File: src/rtl/cons_inject_fifo.sv
// Byte-wide injection FIFO feeding the console receive FIFO one key at a time,
// with a fixed idle gap after each delivered byte and back-pressure from the console.
module cons_inject_fifo #(
    parameter int DEPTH      = 16,
    parameter int GAP_CYCLES = 4,
    parameter int CNT_W      = $clog2(DEPTH + 1)
) (
    input  logic             clk,
    input  logic             rst,
    input  logic             i_flush,
    input  logic             i_wr_en,
    input  logic [7:0]       i_wr_data,
    output logic             o_full,
    output logic [CNT_W-1:0] o_count,
    output logic             o_overflow,
    input  logic             i_cons_busy,
    output logic             o_we,
    output logic [7:0]       o_key
);

    localparam int PTR_W = $clog2(DEPTH);
    localparam int GAP_W = (GAP_CYCLES > 1) ? $clog2(GAP_CYCLES) : 1;

    typedef enum logic [1:0] {
        IDLE = 2'd0,
        SEND = 2'd1,
        GAP  = 2'd2
    } state_t;

    logic [7:0]       mem [DEPTH];
    logic [PTR_W-1:0] wr_ptr;
    logic [PTR_W-1:0] rd_ptr;
    logic [CNT_W-1:0] count;
    logic             overflow;
    logic [7:0]       key_q;
    state_t           state;
    state_t           state_nxt;
    logic [GAP_W-1:0] gap_cnt;
    logic [GAP_W-1:0] gap_nxt;
    logic             full;
    logic             push;
    logic             pop;

    // Fullness uses the pre-edge count, so a same-cycle pop never frees a slot.
    assign full = (count == CNT_W'(DEPTH));
    assign push = i_wr_en && !full;

    always_comb begin
        state_nxt = state;
        gap_nxt   = gap_cnt;
        pop       = 1'b0;
        case (state)
            IDLE: begin
                if ((count != '0) && !i_cons_busy) begin
                    pop       = 1'b1;
                    state_nxt = SEND;
                end
            end
            SEND: begin
                gap_nxt   = GAP_W'(GAP_CYCLES - 1);
                state_nxt = GAP;
            end
            GAP: begin
                if (gap_cnt == '0) begin
                    state_nxt = IDLE;
                end else begin
                    gap_nxt = gap_cnt - GAP_W'(1);
                end
            end
            default: state_nxt = IDLE;
        endcase
    end

    // Storage is not reset; pointers and count define what is valid.
    always_ff @(posedge clk) begin
        if (push) begin
            mem[wr_ptr] <= i_wr_data;
        end
    end

    always_ff @(posedge clk) begin
        if (rst) begin
            wr_ptr   <= '0;
            rd_ptr   <= '0;
            count    <= '0;
            overflow <= 1'b0;
            state    <= IDLE;
            gap_cnt  <= '0;
            key_q    <= 8'h00;
        end else if (i_flush) begin
            wr_ptr   <= '0;
            rd_ptr   <= '0;
            count    <= '0;
            overflow <= 1'b0;
            state    <= IDLE;
            gap_cnt  <= '0;
        end else begin
            state   <= state_nxt;
            gap_cnt <= gap_nxt;
            if (push) begin
                wr_ptr <= wr_ptr + PTR_W'(1);
            end
            if (i_wr_en && full) begin
                overflow <= 1'b1;
            end
            if (pop) begin
                rd_ptr <= rd_ptr + PTR_W'(1);
                key_q  <= mem[rd_ptr];
            end
            case ({push, pop})
                2'b10:   count <= count + CNT_W'(1);
                2'b01:   count <= count - CNT_W'(1);
                default: count <= count;
            endcase
        end
    end

    assign o_we       = (state == SEND);
    assign o_key      = key_q;
    assign o_full     = full;
    assign o_count    = count;
    assign o_overflow = overflow;

endmodule

File: config.mk
export PLATFORM = sky130hd
export DESIGN_NAME = cons_inject_fifo
export DESIGN_NICKNAME = d
export VERILOG_FILES = /design/src/rtl/cons_inject_fifo.sv
export SDC_FILE = /design/constraint.sdc
export NUM_CORES = 1
export LEC_CHECK = 0
export ABC_CLOCK_PERIOD_IN_PS = 4830
export BUFFER_PORTS_ARGS = -buffer_cell sky130_fd_sc_hd__buf_2
export CAP_MARGIN = 0
export CORE_MARGIN = 5
export CORE_UTILIZATION = 45
export DETAILED_ROUTE_END_ITERATION = 10
export SETUP_SLACK_MARGIN = 0.05
export SLEW_MARGIN = 5
export SYNTH_ARGS = -nofsm -noshare
export SYNTH_HDL_FRONTEND = slang
export SYNTH_SLANG_ARGS = --single-unit
File: constraint.sdc
create_clock -name clk -period 4.83 [get_ports clk]
set_clock_uncertainty 0.1 [all_clocks]
set_input_delay 0 -clock clk [delete_from_list [all_inputs] [get_ports clk]]
set_output_delay 0 -clock clk [all_outputs]
set_load 0.005 [all_outputs]
==> results of run 1 <==
sequential cells by signal (all words and copies together), names as in the netlist:
name        count
rd_ptr          4
o_count         5
o_overflow      1
wr_ptr          4
state           2
gap_cnt         2
o_key           8
mem           128
synth_stat cells, drive strengths merged (4+ instances only):
cell type and n:
clkbuf 12, dfxtp 26, o211ai 4, nand2 10, inv 10, mux2 8, edfxtp 128, nor2 36
o21ai 7, buf 9, nor3 6, a221o 8, a21oi 9, xor2 6, mux4 32, mux2i 12
ha 9
worst max-delay path, cell delays in order (launching register included):
cell and delay [ps]:
sky130_fd_sc_hd__dfxtp_1 410, sky130_fd_sc_hd__or4_4 580, sky130_fd_sc_hd__o21ai_4 190, sky130_fd_sc_hd__inv_2 100, sky130_fd_sc_hd__ha_1 400, sky130_fd_sc_hd__or2_2 330
sky130_fd_sc_hd__o22ai_1 170, sky130_fd_sc_hd__mux2i_1 220, sky130_fd_sc_hd__dlygate4sd3_1 560
power breakdown:
group	switching, mW	leakage (nW)	internal (mW)	total [mW]
Sequential	0.0106	1.37	1.45	1.46
Combinational	0.0555	0.751	0.0457	0.101
Clock	0.498	0.263	0.703	1.20
Total	0.564	2.38	2.20	2.76
layout by cell type (no fill, tap or decap), drive strengths merged, types with 7 or more instances in the layout:
| cell type | synthesis | layout |
|---|---|---|
| nand2 | 10 | 10 |
| o21ai | 7 | 7 |
| nor2 | 36 | 36 |
| mux2i | 12 | 12 |
| edfxtp | 128 | 128 |
| a21oi | 9 | 9 |
| dfxtp | 26 | 26 |
| clkbuf | 12 | 20 |
| a221o | 8 | 8 |
| buf | 9 | 35 |
| ha | 9 | 9 |
| dlygate4sd3 | 0 | 14 |
| mux4 | 32 | 32 |
| inv | 10 | 11 |
| clkinv | 0 | 9 |
| mux2 | 8 | 8 |
cells by family after synthesis:
group	Yosys count	share of synthesized area, %
flip-flops	154	70.3
AND/OR/NAND/NOR	68	5.14
multiplexers	52	15.0
AO/OA/AOI/OAI	36	4.21
buffers and inverters	31	2.30
XOR/XNOR	9	1.27
adder cells (fa/ha/maj)	9	1.81
final timing paths:
path	cells past startpoint	endpoint	slack [ps]	startpoint
worst max-delay path	8	o_count[3]$_SDFFE_PP0P_	1710	o_count[2]$_SDFFE_PP0P_
worst max register to register	8	o_count[3]$_SDFFE_PP0P_	1710	o_count[2]$_SDFFE_PP0P_
worst min register to register	2	o_overflow$_SDFFE_PP0P_	380	o_overflow$_SDFFE_PP0P_
worst min-delay path	4	o_overflow$_SDFFE_PP0P_	320	i_wr_en
metrics by stage:
step	util, %	total power [mW]	cell area (µm²)	hold slack (ps)
after floorplan	-	1.54	6210	-1.13
after global placement	47.6	1.58	6520	186
after detailed placement	47.6	1.58	6520	202
after CTS	52.5	2.78	7200	298
after global routing	52.5	2.86	7200	335
final	52.5	2.76	7200	315
metal layers:
layer / GRT usage, % / wire length, µm / vias to the layer above / part of all wire, %
met1: 20.8 / 5380 / 1638 / 44
li1: - / - / 1500 / -
met4: 5.68 / 159 / 0 / 1.3
met3: 4.39 / 475 / 15 / 3.9
met5: 0 / 0 / - / 0
met2: 26.2 / 6100 / 61 / 50
layout make-up:
class | count | share of cell area (%)
Timing Repair Buffer | 49 | 4.62
Multi-Input combinational cell | 174 | 23.6
Clock inverter | 12 | 1.39
Tap cell | 180 | 3.13
Clock buffer | 20 | 6.06
Sequential cell | 154 | 60.6
Inverter | 10 | 0.521
==> results.txt, run 1 <==
- The run finished with clean final reports.
- Yosys mapped a number of flops with a built-in enable equal to approximately 130.
- The clock tree synthesis step divided the H-tree into 4 levels.
* Routability Congestion: about 0.74
* Sequential fraction of the synthesis area: roughly 70%
* Hold Vio Cnt, Final: 0
- STA puts the critical path data arrival time at between 3000 and 4000 ps.
- GRT Overall Usage: 16.0%
- Setup repair after global routing missed its margin: false
* Root cell of the clock tree: sky130_fd_sc_hd__clkbuf_16
* Clock slew seen by the registers of the worst setup and hold paths: approximately 60 ps
- Actual transition at the worst max-transition pin: around 1000 ps
- After layout, the minimum clock period comes to roughly 3100 ps.
- Total via count after detailed routing: 3214
- Relative slew margins: 31.2%
- The clock reaches the later pin of the worst-skew pair after around 420 ps.
- For the worst setup path, the data required time is 5090 ps.
- Number of antenna diodes: 0
- Prior to clock tree synthesis, the placed netlist has a worst setup slack of between 1500 and 2000 ps.
- Placement Rows: 43
* Largest cells by area after synthesis: sky130_fd_sc_hd__edfxtp_1 62%, sky130_fd_sc_hd__mux4_2 12%, sky130_fd_sc_hd__dfxtp_1 8.4%
- In the final layout, the share of cells above drive strength 1 is 26.3%.
- Post-CTS repair changed the size of 0 cells.
- In the finished design, the share of the clock period the worst path needs comes to about two thirds.
* Aggregate global routing overflow: 0
- Syn Nets: 381
- Maximum number of pins on one net before global-route repair: 28
- Clock tree synthesis found a total of approximately 150 sinks.
- The HPWL after detailed placement is between 7000 and 8000 µm.
* Flip-flop cell with the highest count after synthesis: sky130_fd_sc_hd__edfxtp_1
- Post-synthesis async set-or-reset flop share: 0%
* Area taken by flip-flops and latches: between 4000 and 5000 µm²
* Number of nets in the final layout: 428
- WL final: ~12000 µm
* Worst Setup Slack, final: approximately 1700 ps
* I/O pins: 29
- Maximum fanout along the worst path: 12
- Max-cap check violation count: 0
- For this run, the top clock speed supported by timing is 320 MHz.
* DRC violation count after routing: 0
- In this run the cell area of the synthesized design comes to 6210 µm².
* Vias per cell: about 5.4
* Share of the synthesized area in the top cell type: just over 60%
- Floorplan Core Area: about 14000 µm²
- TritonCTS built the clock tree.
- Count of placed standard cells including taps: approximately 550
- Synthesis instantiated 40 different standard cells from the library.
- Number of input and output port buffers inserted: 28
- Clock buffers created by TritonCTS: 17
- First drt pass iteration count: 4
- After clock tree synthesis, the setup repair step added 0 buffers.
* Height of the die: between 100 and 150 µm
* Worst hold path class: primary input to flop
- Avg Inst Size Synth: roughly 17 µm²
* Die area: 16200 µm²
* Syn-to-layout area delta: 16.0%
* Sum Neg Setup Slack: 0 ps
- Post-CTS Hold Buffers: 14
- Final setup violation count: 0
- First-pass GRT wire length: approximately 19000 µm
- Pwr dens: 384 nW/µm²
- The worst setup path is captured at a flop.
- After detailed routing, the average wire length per cell comes to between 20 and 25 µm.
- Once the floorplan was initialized, standard cells occupied ~45% of the core.
* Cell type contributing the most total cell area after synthesis: sky130_fd_sc_hd__edfxtp_1
- In this run the deepest clock path goes through 2 buffers.
* Number of standard cells in the final layout excluding fillers: between 500 and 600
- The count of nets left with antenna violations once routing finished came out at 0.
- Die boundary width: between 100 and 150 µm
- Worst setup SP type: flop
- Worst-case vdd ir drop: 0.279 mV
- In the final layout, the multi-input gates occupy 1700 µm².
- The filler cells instantiated in the layout total roughly 1100.
* Starting DRC count in detailed routing: 225
- In this run the static leakage power is around 2.4 nW.
* Antenna violations before repair: 0
- Setup CP Type: flop to flop
* Total of warnings raised by yosys: 0
- Gate count after technology mapping: roughly 360
- The number of pins with negative max-slew slack in the final report came to 0.
- Vias in the first global route: between 3000 and 4000
- Synthesis-stage register bit count: around 150
Note: power is estimated with default switching activity, not from simulation.
==> inputs of run 2 (changes only) <==
Settings changed: ABC_CLOCK_PERIOD_IN_PS 4830 to 2750.
Clock period 4.83 ns to 2.75 ns, I/O delays scaled along.
==> run 2 against run 1 <==
Compared with the run above: wire length is 0.17% lower; global-route usage rose by 0.25 points; via count increased by 1.5%; die area did not move.
==> results.txt, run 2 (synthesis gave the netlist of run 1 again) <==
- The commonest non-fill, non-tap cell in the layout is sky130_fd_sc_hd__edfxtp_1 (unchanged).
* Count of placed standard cells including taps: 561 (was 553)
- The number of pins with negative max-slew slack in the final report was 0 (unchanged).
- The final hold slack was 308 ps (was 315 ps).
* Top reg by flops: mem (unchanged)
* Highest clock frequency the design can meet: 380 MHz (was 320 MHz)
- The DRC violation count after routing came to 0 (unchanged).
* Required arrival time at the worst endpoint: 3000 ps (was 5090 ps)
* Cell count of the worst reg-to-reg path: 10 (was 8)
- Worst hold path class: primary input to flop (unchanged)
* Critical path capture point: o_count[4]$_SDFFE_PP0P_ (was o_count[3]$_SDFFE_PP0P_)
- Cell with the largest stage delay on the worst path: sky130_fd_sc_hd__or4_4 (unchanged)
- The final RePlAce weighted congestion is 0.793 (was 0.740).
- Final setup violation count: 0 (unchanged)
- Root cell of the clock tree: sky130_fd_sc_hd__clkbuf_16 (unchanged)
- Placement Rows: 43 (unchanged)
- The reg-to-reg setup timing slack was 120 ps (was 1710 ps).
- Aggregate global routing overflow: 0 (unchanged)
* Number of nets in the final layout: 440 (was 428)
* DP HPWL: 7440 µm (was 7510 µm)
* Layout cells sized above 1: 30.4% (was 26.3%)
* Filler cells: 1071 (was 1096)
* Die area: 16200 µm² (unchanged)
* Clock buffers created by TritonCTS: 17 (unchanged)
- The slew at the pin closest to its max-slew limit was 955 ps (was 1030 ps).
- First drt pass iteration count: 4 (unchanged)
- Commonest non-fill, non-tap cells in the layout: 128 x sky130_fd_sc_hd__edfxtp_1, 36 x sky130_fd_sc_hd__nor2_1, 32 x sky130_fd_sc_hd__mux4_2 (unchanged)
* Number of standard cells in the final layout excluding fillers: 611 (was 599)
* Sum Neg Setup Slack: 0 ps (unchanged)
* Clk buf depth: 2 (unchanged)
- Antenna-violating nets left: 0 (unchanged)
- Starting DRC count in detailed routing: 238 (was 225)
- The final critical-path required period was 2630 ps (was 3130 ps).
- The maximum fanout encountered on the critical timing path is 8 (was 12).
- The detailed-route via count came to 3261 (was 3214).
* Vias per cell: 5.34 (was 5.37)
* CTS tree: built (unchanged)
- Number of antenna diodes: 0 (unchanged)
- CP cell instances: or4_4 -> o21ai_4 -> inv_4 -> ha_4 -> xor2_1 -> ha_2 -> a21oi_4 -> nand4b_1 -> a31oi_1 -> mux2i_1 (was or4_4 -> o21ai_4 -> inv_2 -> ha_1 -> or2_2 -> o22ai_1 -> mux2i_1 -> dlygate4sd3_1).
- Height of the die: 127 µm (unchanged)
- The stage delay of the slowest cell on the critical path was 530 ps (was 580 ps).
- The starting density of the core came to 45.3% (unchanged).
* GRT Overall Usage: 16.3% (was 16.0%)
* Setup repair after global routing missed its margin: false (unchanged)
- Pwr dens: 684 nW/µm² (was 384 nW/µm²)
- The largest vdd supply drop was 0.435 mV (was 0.279 mV).
* Result of the run: finished clean (unchanged)
- Die boundary width: 127 µm (unchanged)
* Maximum number of pins on one net before global-route repair: 36 (was 28)
* Worst setup SP type: flop (unchanged)
* Flip-flop count of the largest register after layout: 128 (unchanged)
- The count of pins on the block boundary was 29 (unchanged).
* Critical path capture point type: flop (unchanged)
- The count of maximum capacitance violations was 0 (unchanged).
- The final hold violation count came to 0 (unchanged).
- The data arrival time of the critical path came to 2880 ps (was 3390 ps).
- Clk Latency, worst-skew pair: 420 ps (about the same)
- Avg WL per Cell: 19.8 µm (was 20.2 µm)
- The clock transition at the registers of the reported paths was 60 ps (about the same).
* Setup CP Type: flop to flop (unchanged)
* H-tree lvl count: 4 (unchanged)
- Relative slew margins: 36.1% (was 31.2%)
* First-pass GRT wire length: 19500 µm (was 18900 µm)
* Vias in the first global route: 3406 (was 3256)
- Worst Setup Slack, final: 117 ps (was 1710 ps)
- Timing startpoint of the critical path: o_count[1]$_SDFFE_PP0P_ (was o_count[2]$_SDFFE_PP0P_)
* Syn-to-layout area delta: 19.1% (was 16.0%)
- Final cycle utilization of the critical path: 95.7% (was 64.7%)
- The static power due to leakage is 2.48 nW (was 2.38 nW).
* Antenna violations before repair: 0 (unchanged)
* Reg-to-reg startpoint: o_count[1]$_SDFFE_PP0P_ (was o_count[2]$_SDFFE_PP0P_)
- The floorplan core area is 13700 µm² (unchanged).
- Number of input and output port buffers inserted: 28 (unchanged)
- Worst slack at placement: 152 ps (was 1960 ps)
- WL final: 12100 µm (about the same)
- Number of clock sinks seen by CTS: 154 (unchanged)
* R2r endpoint: o_count[4]$_SDFFE_PP0P_ (was o_count[3]$_SDFFE_PP0P_)
[run 2: cell count changes in the layout (fill, tap and decap cells not counted), sizes merged]
cell	change
clkinv	-3
dlygate4sd3	-1
buf	+13
clkbuf	+3
[run 2: per-stage QoR]
step                cell area [µm²]  power (mW)  utilization, %
floorplan                      6240        2.71               -
global placement               6620        2.78            48.2
detailed placement             6620        2.79            48.2
CTS                            7340        5.09            53.5
global route                   7400        5.23            53.9
finish                         7400        5.06            53.9
[run 2: worst max-delay path: cells and delay by family (launching register included)]
| kind | cells | cell delay (ps) |
|---|---|---|
| simple gates | 2 | 710 |
| compound gates | 3 | 480 |
| fa+ha+maj | 2 | 440 |
| flops | 1 | 360 |
| xor+xnor | 1 | 210 |
| mux | 1 | 190 |
| buf+inv | 1 | 80 |
[run 2: layout make-up]
class	instances	area, µm²	share of cell area (%)
Clock inverter	9	83.8	1.13
Inverter	10	40.0	0.541
Timing Repair Buffer	61	433	5.85
Tap cell	180	225	3.05
Clock buffer	23	510	6.90
Sequential cell	154	4370	59.1
Multi-Input combinational cell	174	1730	23.4
[run 2: power breakdown]
| part | switching, mW | internal (mW) | total [mW] | leakage, nW |
|---|---|---|---|---|
| Sequential | 0.00920 | 2.54 | 2.55 | 1.37 |
| Combinational | 0.113 | 0.0934 | 0.207 | 0.816 |
| Clock | 0.900 | 1.40 | 2.30 | 0.294 |
[run 2: timing repair]
item                                   in CTS  in global routing
gates resized for setup                     0                  3
hold buffers                               13                  0
setup endpoints to repair                   0                  2
endpoints found under the hold margin     138                  0
setup buffers                               0                  5
[run 2: how the worst min path moves through the flow]
| stage | startpoint | to | slack (ps) | cells after the start |
|---|---|---|---|---|
| finish | i_wr_en | o_overflow$_SDFFE_PP0P_ | 310 | 4 |
| global route | i_wr_en | o_overflow$_SDFFE_PP0P_ | 350 | 4 |
| CTS | i_wr_en | o_overflow$_SDFFE_PP0P_ | 290 | 4 |
| detailed placement | i_wr_en | o_overflow$_SDFFE_PP0P_ | 190 | 3 |
| global placement | i_wr_en | o_overflow$_SDFFE_PP0P_ | 180 | 3 |
| floorplan | i_wr_data[0] | mem[0][0]$_DFFE_PP_ | -1 | 0 |
[run 2: metal layers]
metal / GRT usage, % / vias to the layer above / part of all wire, %
li1: - / 1523 / -
met1: 22.5 / 1644 / 46
met2: 25.5 / 75 / 48
met3: 3.51 / 19 / 3.9
met4: 6.25 / 0 / 1.5
met5: 0 / - / 0
